<file path="config.mk">
export PLATFORM = sky130hd
export DESIGN_NAME = fetch_ctrl
export DESIGN_NICKNAME = d
export VERILOG_FILES = /design/src/rtl/fetch_ctrl_pkg.sv /design/src/rtl/fetch_ctrl_fifo.sv /design/src/rtl/fetch_ctrl.sv
export SDC_FILE = /design/constraint.sdc
export NUM_CORES = 1
export LEC_CHECK = 0
export CORE_MARGIN = 3
export CORE_UTILIZATION = 45
export CTS_CLUSTER_SIZE = 28
export DETAILED_ROUTE_END_ITERATION = 16
export GPL_TIMING_DRIVEN = 0
export HOLD_SLACK_MARGIN = 0.06
export PLACE_DENSITY_LB_ADDON = 0.15
export SLEW_MARGIN = 10
export SYNTH_ARGS = -nofsm -noshare
export SYNTH_HDL_FRONTEND = slang
export SYNTH_SLANG_ARGS = --single-unit
</file>
<file path="constraint.sdc">
create_clock -name clk -period 7.25 [get_ports clk]
set_input_delay 1.45 -clock clk [delete_from_list [all_inputs] [get_ports clk]]
set_output_delay 1.45 -clock clk [all_outputs]
set_load 0.02 [all_outputs]
</file>
<file path="src/rtl/fetch_ctrl_pkg.sv">
// Shared definitions for the instruction fetch controller: FSM encodings,
// queue entry layout, PC stepping constants and the PC range mask helper.
package fetch_ctrl_pkg;

    localparam int unsigned IM_AWIDTH_DEF = 10;
    localparam int unsigned FIFO_DEPTH    = 2;
    localparam logic [31:0] PC_STEP       = 32'd4;

    typedef enum logic [1:0] {
        IDLE  = 2'b00,
        FETCH = 2'b01,
        HALT  = 2'b10,
        FAULT = 2'b11
    } state_t;

    // One queued fetch: byte address plus the word read from that address.
    typedef struct packed {
        logic [31:0] pc;
        logic [31:0] inst;
    } fetch_entry_t;

    // Legal PC bits for a word-addressed memory of 2**awidth words:
    // word-aligned and inside the memory span.
    function automatic logic [31:0] pc_mask(input int unsigned awidth);
        logic [63:0] span;
        span = (64'd1 << (awidth + 32'd2)) - 64'd1;
        return 32'(span) & ~32'd3;
    endfunction

endpackage

</file>
<file path="src/rtl/fetch_ctrl_fifo.sv">
// Two-entry fetch queue holding {pc, inst}.
// Ports: clk, rst (sync, active-high), push/pop/flush controls, din entry,
// head entry (slot 0), full and empty flags. Push with pop while full is
// allowed; callers never pop when empty nor push when full without a pop.
module fetch_fifo
    import fetch_ctrl_pkg::*;
(
    input  logic         clk,
    input  logic         rst,
    input  logic         push,
    input  logic         pop,
    input  logic         flush,
    input  fetch_entry_t din,
    output fetch_entry_t head,
    output logic         full,
    output logic         empty
);

    logic [1:0]   count;
    fetch_entry_t slot0;
    fetch_entry_t slot1;

    // Slot 0 is always the head; a pop shifts slot 1 forward.
    always_ff @(posedge clk) begin
        if (rst) begin
            count <= '0;
            slot0 <= '0;
            slot1 <= '0;
        end else if (flush) begin
            count <= '0;
        end else begin
            case ({push, pop})
                2'b10: begin
                    if (count == 2'd0) slot0 <= din;
                    else               slot1 <= din;
                    count <= count + 2'd1;
                end
                2'b01: begin
                    slot0 <= slot1;
                    count <= count - 2'd1;
                end
                2'b11: begin
                    if (count == 2'd1) begin
                        slot0 <= din;
                    end else begin
                        slot0 <= slot1;
                        slot1 <= din;
                    end
                end
                default: ;
            endcase
        end
    end

    assign head  = slot0;
    assign full  = (count == 2'(FIFO_DEPTH));
    assign empty = (count == 2'd0);

endmodule

</file>
<file path="src/rtl/fetch_ctrl.sv">
// Instruction fetch controller: walks a PC through a small instruction
// memory, queues {pc, inst} pairs and hands them to a consumer with a
// valid/ready handshake. Supports start/halt, redirects and a sticky fault
// on illegal redirect targets.
// Ports: clk, rst (sync, active-high), start, halt, redirect, redirect_pc,
// im_addr/im_inst (memory side), inst_valid/inst_ready/inst_out/inst_pc
// (consumer side), busy (in FETCH), fault (sticky until rst).
module fetch_ctrl
    import fetch_ctrl_pkg::*;
#(
    parameter logic [31:0] RESET_PC  = 32'h0000_0000,
    parameter int unsigned IM_AWIDTH = IM_AWIDTH_DEF
) (
    input  logic        clk,
    input  logic        rst,
    input  logic        start,
    input  logic        halt,
    input  logic        redirect,
    input  logic [31:0] redirect_pc,
    output logic [31:0] im_addr,
    input  logic [31:0] im_inst,
    output logic        inst_valid,
    input  logic        inst_ready,
    output logic [31:0] inst_out,
    output logic [31:0] inst_pc,
    output logic        busy,
    output logic        fault
);

    localparam logic [31:0] PC_MASK = pc_mask(IM_AWIDTH);

    state_t       state;
    state_t       state_nxt;
    logic [31:0]  pc;
    logic [31:0]  pc_nxt;
    logic         push;
    logic         pop;
    logic         flush;
    logic         redirect_ok;
    logic         q_full;
    logic         q_empty;
    fetch_entry_t q_head;
    fetch_entry_t q_din;

    // State and PC registers.
    always_ff @(posedge clk) begin
        if (rst) begin
            state <= IDLE;
            pc    <= RESET_PC & PC_MASK;
        end else begin
            state <= state_nxt;
            pc    <= pc_nxt;
        end
    end

    // Next state, PC and queue control. FAULT is absorbing until reset.
    always_comb begin
        state_nxt   = state;
        pc_nxt      = pc;
        push        = 1'b0;
        flush       = 1'b0;
        redirect_ok = ((redirect_pc & ~PC_MASK) == 32'd0);
        if (state != FAULT) begin
            if (redirect) begin
                flush = 1'b1;
                if (!redirect_ok) begin
                    state_nxt = FAULT;
                end else begin
                    pc_nxt = redirect_pc;
                    if (halt) state_nxt = HALT;
                end
            end else if (halt) begin
                if (state == FETCH) state_nxt = HALT;
            end else if (start) begin
                state_nxt = FETCH;
            end
            // Fetch only when the queue can take the word this cycle.
            if (state == FETCH && !redirect && !halt && (!q_full || pop)) begin
                push   = 1'b1;
                pc_nxt = (pc + PC_STEP) & PC_MASK;
            end
        end
    end

    // Redirect masks the head combinationally so a flushed word is never taken.
    assign inst_valid = !q_empty && !redirect && (state != FAULT);
    assign pop        = inst_valid && inst_ready;
    assign q_din      = '{pc: pc, inst: im_inst};

    fetch_fifo u_fifo (
        .clk   (clk),
        .rst   (rst),
        .push  (push),
        .pop   (pop),
        .flush (flush),
        .din   (q_din),
        .head  (q_head),
        .full  (q_full),
        .empty (q_empty)
    );

    assign im_addr  = pc;
    assign inst_out = q_head.inst;
    assign inst_pc  = q_head.pc;
    assign busy     = (state == FETCH);
    assign fault    = (state == FAULT);

endmodule

</file>
# Word-level counts from Yosys, hierarchy flattened
# Index checks and enable logic that the tools add are counted.
dict set report op_classes {
  order_cmp 0
  eq_ne 13
  add_sub_neg 3
  muxes 20
  div_mod_pow 0
  bitwise 1
  reduce_logical 24
  shifts 0
  n_mul 0
}
# cell n
set op_table {}
lappend op_table {{$mux W64} 4}
lappend op_table {{$pmux W64 S3} 1}
lappend op_table {{$pmux W64 S2} 1}
lappend op_table {{$mux W32} 3}
lappend op_table {{$logic_not A32 Y1} 1}
lappend op_table {{$add A12 B3 Y12 const B} 1}
lappend op_table {{$mux W2} 6}
lappend op_table {{$eq A2 B2 Y1 const B} 4}
lappend op_table {{$ne A2 B2 Y1 const B} 4}
lappend op_table {{$reduce_and A4 Y1} 2}
lappend op_table {{$reduce_bool A2 Y1} 4}
lappend op_table {{$eq A2 B1 Y1 const B} 3}
lappend op_table {{$logic_and A1 B1 Y1} 6}
lappend op_table {{$reduce_and A3 Y1} 2}
lappend op_table {{$reduce_bool A3 Y1} 2}
lappend op_table {{$logic_not A1 Y1} 4}
lappend op_table {{$mux W1} 4}
lappend op_table {{$pmux W2 S2} 1}
lappend op_table {{$ne A3 B1 Y1 const B} 1}
lappend op_table {{$ne A3 B3 Y1 const B} 1}
lappend op_table {{$add A2 B1 Y2 const B} 1}
lappend op_table {{$logic_not A2 Y1} 1}
lappend op_table {{$reduce_or A2 Y1} 1}
lappend op_table {{$sub A2 B1 Y2 const B} 1}
lappend op_table {{other kinds (2)} 2}
dict set report word_totals {
  romBits 0
  mem_count 0
  input_bits 70
  register_bits 164
  latchBits 0
  output_inout_bits 99
  mem_bits_rw 0
}

# Depth between registers and ports, before layout
# Gate-level depths: netlist of the first run.
dict set report depth {
  ltp_word 12
  ltp_mapped 14
  mapped_depth_nobuf 11
}

# Hierarchy
# Synthesis of the first run repeated with hierarchy kept, for this count alone.
dict set report hier_totals {
  cells_unflattened 873
  area_unflattened_um2 7766.2
}
# mod area_per_inst_um2 cells_each n_inst seq_area_each_um2
set by_module_without_submodules {}
lappend by_module_without_submodules {fetch_fifo 6277.3 711 1 2602.5}
lappend by_module_without_submodules {fetch_ctrl 1488.9 162 1 680.7}

# Worst setup path before layout of the first run
# Ideal clock, no wire load.
dict set report synth_path {
  path_kind {in2reg}
  start {in redirect}
  end {reg u_fifo.slot1[54] in the netlist's numbering}
  path_buffers 2
  arrival_ps 3644
  path_stages 10
  path_slack_ps 3535
  required_time_ps 7179
  cell_sequence {a211oi_2 and2_1 inv_2 ha_1 o21ai_0 a211o_1 clkbuf_1 clkbuf_1 nand2_1 a21oi_1}
}
dict set report synth_between {
  elab_chain_len 11
  elab_cells_between_ends 20
  classes_between {eq/ne (4); mux (5); bitwise (1); reduce/logical (10)}
}
# element line_no
set synth_rtl {}
lappend synth_rtl {{from (decl)} fetch_ctrl.sv:18} ;# input logic redirect,
lappend synth_rtl {{$logic_not A1 Y1} {fetch_ctrl.sv:78, fetch_ctrl.sv:86}}
lappend synth_rtl {{$logic_and A1 B1 Y1 (2 in series)} fetch_ctrl.sv:86} ;# assign inst_valid = !q_empty && !redirect && (state != FAULT);
lappend synth_rtl {{$logic_and A1 B1 Y1} fetch_ctrl.sv:87} ;# assign pop = inst_valid && inst_ready;
lappend synth_rtl {{$logic_or A1 B1 Y1} fetch_ctrl.sv:78} ;# if (state == FETCH && !redirect && !halt && (!q_full || pop)) begin
lappend synth_rtl {{$logic_and A1 B1 Y1} fetch_ctrl.sv:78}
lappend synth_rtl {{$mux W1} fetch_ctrl.sv:78}
lappend synth_rtl {{$mux W1} fetch_ctrl.sv:63} ;# if (state != FAULT) begin
lappend synth_rtl {{$eq A2 B2 Y1} fetch_ctrl_fifo.sv:32} ;# case ({push, pop})
lappend synth_rtl {{$ne A2 B2 Y1 (no line) / $reduce_bool A2 Y1 (equally long branches)} -}
lappend synth_rtl {{$reduce_and A4 Y1 (no line)} -}
lappend synth_rtl {{to (signal assigned)} fetch_ctrl_fifo.sv:35} ;# else slot1 <= din;
lappend synth_rtl {{to (signal assigned)} fetch_ctrl_fifo.sv:47} ;# slot1 <= din;
lappend synth_rtl {{to (decl)} fetch_ctrl_fifo.sv:21} ;# fetch_entry_t slot1;
# Several ways; a longest one is shown, not always the timed one.
# A chain may end at the register's enable or synchronous reset.

# Worst setup path after layout of the first run
dict set report layout_path {
  start {in redirect}
  end {out inst_valid}
}
dict set report layout_between {
  elab_chain_len 3
}
# element line_no
set layout_rtl {}
lappend layout_rtl {{$logic_not A1 Y1} fetch_ctrl.sv:86}
lappend layout_rtl {{$logic_and A1 B1 Y1 (2 in series)} fetch_ctrl.sv:86}
lappend layout_rtl {{to (decl)} fetch_ctrl.sv:22} ;# output logic inst_valid,
# Every way passes these cells.

==> metrics, run 1 <==
outcome=completed; die area=0.01656 mm^2; # fillers=1266; post-route minimum period=4.314 ns; Final Hold Viols=0; FMAX=231.8 MHz; Worst path max stage delay=0.64 ns; setup violators final=0; FFs w/ async S/R, synth=0; ant diodes=0; Clk pwr share=0.433; synthesized flop and latch total=164; critical path type=input pin to output port; Post-route DRC=0; Synth-to-Final Area Change=36.63%; post-route setup TNS=0 ns; post-CTS setup buffers=0; DR vias/cell=5.380; Power Density=217.7 mW/mm^2; Seq pwr share=0.464; Post-synth EDFFs=0; Internal=1.520 mW; largest cells by area after synthesis=dfxtp_1, a211oi_2, nand2_1; crit path capture type=output port; Post-Syn Area=0.006774 mm^2; CTS tree=yes; Mapped Cells=754; Slew @ Worst Pin=0.7917 ns; main flop type after synthesis=dfxtp_1; drt initial violations=431; Slew Viols, Final=0; first-pass GRT wire length=29.67 mm; Cell variety after synth=43; hold path start=u_fifo.slot1[61]$_SDFFE_PP0P_; critical path's slowest cell=clkdlybuf4s50_1; R2R cell count=13; max-cap viol count=0; core area=0.01464 mm^2; Reg2Reg Setup Slack=3.82 ns; Reg clk slew, reported paths=0.06 ns; Final Worst Setup Slack=2.936 ns; RSZ-0062 raised after global routing=no; NetSw=0.4946 mW; Max Root-Sink Buffers=2; routed wire length per instance=16.22 um; dpl ws=2.599 ns; num ports=169; Core Rows=44; GRT Resource Usage Total=0.2247; WP data arrival=2.86 ns; register area share after synthesis=0.4847; Yosys warning count=0; final period utilization=0.5950; Worst slew margin=0.4705; clk_lat worst skew=0.42 ns; Final nets=1019; placed cell count=1106; vias in the first global route=5778; Routed WL=18.44 mm; switching fraction of total power=0.2455; Routability Congestion=0.8033; WHS Path Cells=2; ratio of cells with drive above 1 in the final layout=0.1249; # port buffers=168; Detailed Place HPWL=12.84 mm; H-tree depth=4; CTS Root Cell=clkbuf_16; CP max FO=7; clk sinks=164; DIE HEIGHT=128.7 um; ANT nets after route=0; most frequent CP cell=clkdlybuf4s50_1; total power=2.015 mW; Non-Filler Instances=1137; post-synth net total=832; post-cts sizing count=0; hold crit path type=register to register; First-pass DRT Iterations=6; R2R Path Start=u_fifo.count[0]$_SDFFE_PP0P_; Synth Area per Inst=8.984 um^2; Pleak=3.077 nW; CP Cell Sequence=clkdlybuf4s50_1 -> a211oi_2 -> clkdlybuf4s50_1; Worst Skew=0.006386 ns; Die Wd=128.7 um; r2r endpoint=u_fifo.slot1[17]$_SDFFE_PP0P_; largest net degree at the start of global routing=17; post-synth top area share=0.4847; initial antenna violation count=0; Max VDD drop=0.2081 mV; CP required=5.80 ns; via count=6117; Hold Path End=u_fifo.slot1[61]$_SDFFE_PP0P_; global route total overflow=0; CP Launch Type=input pin; Starting Density=0.4626; combinational share of power=0.102; hold_buf cts=0; post-synth top area cell=dfxtp_1; CTS buffer count=17
==> cells in the mapped netlist, types with 6 or more instances <==
cell	n
nand2_1	141
nor4_1	6
buf_6	7
o21ai_0	6
nor2_1	71
ha_1	8
dfxtp_1	164
a22oi_1	64
a211oi_1	17
o21ai_1	6
inv_1	7
a21oi_1	76
buf_2	23
clkbuf_1	32
and2_1	25
a211oi_2	51
==> through the flow <==
| stage | cell area, um^2 | util | hold slack [ns] |
|---|---|---|---|
| 2_1_floorplan | 6774 | - | 0.4360 |
| 3_3_place_gp | 8686 | 0.5931 | 0.4412 |
| 3_5_place_dp | 8686 | 0.5931 | 0.4462 |
| 4_1_cts | 9255 | 0.6320 | 0.4547 |
| 5_1_grt | 9255 | 0.6320 | 0.4711 |
| 6_report | 9255 | 0.6320 | 0.4530 |
==> logic make-up (layout without fill, tap and decap cells) <==
family | count (synthesis) | count (layout) | share of synthesized area
DFF | 164 | 164 | 0.4847
AOI/OAI and AO/OA | 237 | 237 | 0.2715
and+or+nand+nor | 271 | 271 | 0.1740
xor gates and xnor gates | 2 | 2 | 0.002586
buffers and inverters | 72 | 271 | 0.05246
adders and majority gates | 8 | 8 | 0.01478
==> worst max-delay path: cells and delay by family <==
kind,cells,cell delay (ns)
buf+inv,2,1.16
compound gates,1,0.25
==> routing by layer <==
metal | share of wire | vias to the layer above | GRT usage
met5 | 0 | - | 0
met4 | 0.017 | 0 | 0.06856
met3 | 0.052 | 27 | 0.05189
met2 | 0.48 | 182 | 0.3591
met1 | 0.46 | 2874 | 0.3038
li1 | - | 3034 | -
==> how the worst max path moves through the flow <==
stage | from | end | slack, ns
6_report | redirect | inst_valid | 2.94
3_5_place_dp | redirect | u_fifo.slot1[23]$_SDFFE_PP0P_ | 2.60
3_3_place_gp | redirect | u_fifo.slot1[28]$_SDFFE_PP0P_ | 2.60
5_1_grt | redirect | u_fifo.slot1[22]$_SDFFE_PP0P_ | 2.67
2_1_floorplan | redirect | u_fifo.slot1[54]$_SDFFE_PP0P_ | 3.54
4_1_cts | redirect | inst_valid | 2.92
==> area by class of cell <==
type | count | area, um^2 | share of cell area
Tap cell | 184 | 230.2 | 0.02487
Timing Repair Buffer | 168 | 1682 | 0.1817
Clock buffer | 21 | 470.5 | 0.05083
Clock inverter | 10 | 98.84 | 0.01068
Sequential cell | 164 | 3283 | 0.3547
Multi-Input combinational cell | 518 | 3136 | 0.3388
Buffer | 63 | 321.6 | 0.03474
Inverter | 9 | 33.78 | 0.003650
==> state kept, by name (all words and copies together), names as in the netlist <==
name and flops:
state 2, u_fifo.head 64, u_fifo.count 2, im_addr 32, u_fifo.slot1 64
==> power groups by stage <==
stage                     Sequential (mW)  Combinational (mW)  Clock (mW)
after floorplan                     0.972              0.0888           0
after global placement              0.955               0.205           0
after detailed placement            0.955               0.207           0
after CTS                           0.936               0.208       0.881
after global routing                0.938               0.224       0.920
final                               0.936               0.206       0.873
==> placed cells by master, fill, tap and decap left out, types with 2 or more instances in the layout <==
cell / netlist / layout
o31a_1: 3 / 3
nor4_1: 6 / 6
buf_2: 23 / 23
nor2b_1: 3 / 3
xor2_1: 2 / 2
o21ai_1: 6 / 6
o21ai_0: 6 / 6
ha_1: 8 / 8
and3_1: 3 / 3
nand2b_1: 3 / 3
clkbuf_16: 0 / 17
clkinvlp_4: 0 / 5
clkbuf_8: 0 / 3
nor4b_1: 2 / 2
a311oi_1: 3 / 3
o32ai_1: 3 / 3
and2_1: 25 / 25
nand2_1: 141 / 141
inv_2: 2 / 2
nand3_1: 5 / 5
clkbuf_1: 32 / 33
dfxtp_1: 164 / 164
nor3_1: 3 / 3
a21oi_1: 76 / 76
buf_6: 7 / 7
nor2_1: 71 / 71
a211oi_2: 51 / 51
a211oi_1: 17 / 17
a21o_1: 3 / 3
inv_1: 7 / 7
a22oi_1: 64 / 64
inv_6: 0 / 3
clkdlybuf4s50_1: 0 / 168
Note: power is estimated with default switching activity, not from simulation.
==> run 2: changes to the inputs <==
clock period = 4 ns   (was 7.25 ns; I/O delays follow)
==> results of run 2 <==
The final DEF is identical to that of run 1. Status: completed.
Main changes from that run: setup slack after placement 2.599 ns -> -0.0006701 ns; setup slack after layout 2.936 ns -> 0.3635 ns; start point of the critical path redirect -> halt; end point of the critical path inst_valid -> u_fifo.slot1[17]$_SDFFE_PP0P_; register-to-register setup slack 3.82 ns -> 0.57 ns; total power 2.015 mW -> 3.652 mW; worst IR drop on VDD 0.2081 mV -> 0.3772 mV
==> run 3: changes to the inputs <==
CORE_MARGIN = 2   (was 3)
HOLD_SLACK_MARGIN = 0.03   (was 0.06)
==> run 3 against run 2 <==
First-iteration DRC count increased by 17%. Non-clock buffer count decreased by 1. Combinational power about the same. Sequential share of layout area increased by 0.067 points. Power decreased by 0.84%. Sequential power about the same. Clock skew increased by 0.0013 ns. Critical path type unchanged.
==> metrics, run 3 (same netlist as run 1, synthesis figures left out) <==
routed wire length per instance=15.96 um (-1.6%); First-pass DRT Iterations=6 (unchanged); Detailed Place HPWL=12.50 mm (-2.7%); via count=6062 (-0.90%); FMAX=292.5 MHz; CP required=4.35 ns; ratio of cells with drive above 1 in the final layout=0.1259 (+0.001049); CTS Root Cell=clkbuf_16; DR vias/cell=5.332 (-0.90%); num ports=169 (unchanged); CTS buffer count=17 (unchanged); Reg2Reg Setup Slack=0.81 ns; drt initial violations=503 (+17%); outcome=completed; global route total overflow=0 (unchanged); Routed WL=18.15 mm (-1.6%); hold_buf cts=0 (unchanged); final period utilization=0.8548; clk sinks=164 (unchanged); Placed Instance Area=0.008686 mm^2 (unchanged); vias in the first global route=5727 (-0.88%); Final nets=1018 (-0.098%); Design Area, Final=0.009238 mm^2 (-0.19%); crit path capture type=register; post-cts sizing count=0 (unchanged); # port buffers=168 (unchanged); H-tree depth=4 (unchanged); post-route minimum period=3.419 ns; Post-route DRC=0 (unchanged); total power=3.621 mW; Reg clk slew, reported paths=0.06 ns (about the same); WP data arrival=3.77 ns; initial antenna violation count=0 (unchanged); DIE HEIGHT=126.7 um (-1.6%); Max VDD drop=0.3101 mV; Synth-to-Final Area Change=36.37%; Pleak=3.083 nW (+0.19%); most frequent cells in the layout=clkdlybuf4s50_1, dfxtp_1, nand2_1, a21oi_1, nor2_1; post-CTS setup buffers=0 (unchanged); RSZ-0062 raised after global routing=no; Slew Viols, Final=0 (unchanged); commonest non-fill, non-tap cell in the layout=clkdlybuf4s50_1; Starting Density=0.4626 (unchanged); critical path type=input pin to register; max-cap viol count=0 (unchanged); ANT nets after route=0 (unchanged); Power Density=392.0 mW/mm^2; clk_lat worst skew=0.42 ns (about the same); core area=0.01464 mm^2 (unchanged); first-pass GRT wire length=29.23 mm (-1.5%); GRT Resource Usage Total=0.2265 (+0.001819); post-route setup TNS=0 ns (unchanged); setup violators final=0 (unchanged); CP max FO=11; Final Worst Setup Slack=0.5807 ns; largest net degree at the start of global routing=17 (unchanged); fin util=0.6308 (-0.001196); dpl ws=-0.007962 ns; CTS tree=yes; Routability Congestion=0.7744 (-3.6%); Max Root-Sink Buffers=2 (unchanged); Core Rows=44 (unchanged); Die Wd=126.7 um (-1.6%); Worst slew margin=0.4996 (+0.02914); die area=0.01605 mm^2 (-3.1%); Slew @ Worst Pin=0.7505 ns (-0.04117 ns); Final Hold Viols=0 (unchanged); CP Launch Type=input pin; ant diodes=0 (unchanged); Worst Skew=0.007657 ns (+0.001271 ns); hold crit path type=register to register
-- run 3: cell count changes in the layout (fill, tap and decap cells not counted), sizes merged --
cell,before,now
clkinv,1,6
clkinvlp,5,2
clkbuf,53,49
inv,12,14
-- run 3: layout make-up --
type	count	area (um^2)
inverter	9	33.78
multi-input combinational	518	3136
fill	1300	5406
buffer	62	317.8
tap	184	230.2
clock buffer	18	429.2
clock inverter	14	126.4
sequential	164	3283
timing repair buffer	168	1682
-- run 3: where the power goes --
group / switching [mW] / internal, mW
registers: 0.0260 / 1.67
clock network: 0.689 / 0.863
logic: 0.195 / 0.178
-- run 3: path summary, 6_finish.rpt --
| kind | startpoint | cells past startpoint | endpoint |
|---|---|---|---|
| max | redirect | 12 | u_fifo.slot1[28]$_SDFFE_PP0P_ |
| min | u_fifo.slot1[23]$_SDFFE_PP0P_ | 2 | u_fifo.slot1[23]$_SDFFE_PP0P_ |
| max reg2reg | u_fifo.count[0]$_SDFFE_PP0P_ | 12 | u_fifo.slot1[28]$_SDFFE_PP0P_ |
| min reg2reg | u_fifo.slot1[23]$_SDFFE_PP0P_ | 2 | u_fifo.slot1[23]$_SDFFE_PP0P_ |
-- run 3: layer usage --
| metal | GRT usage | vias to the layer above | routed length [um] |
|---|---|---|---|
| met5 | 0 | - | 0 |
| met4 | 0.06593 | 0 | 233 |
| met2 | 0.3545 | 168 | 8367 |
| li1 | - | 3034 | - |
| met3 | 0.06453 | 19 | 1225 |
| met1 | 0.3069 | 2841 | 8320 |
-- run 3: critical path, stage by stage --
cell and delay, ns:
clkdlybuf4s50_1 0.53, nor4b_1 0.30, o21ai_1 0.15, inv_2 0.10, buf_2 0.25, ha_1 0.23, nand2_1 0.07, o21ai_0 0.17
a211o_1 0.45, clkbuf_1 0.44, nand2_1 0.12, a21oi_1 0.16
-- run 3: through the flow --
stage	hold slack [ns]	instances
global route	0.4717	1137
CTS	0.4550	1138
global placement	0.4408	1106
detailed placement	0.4464	1106
floorplan	0.4360	754
finish	0.4546	1137
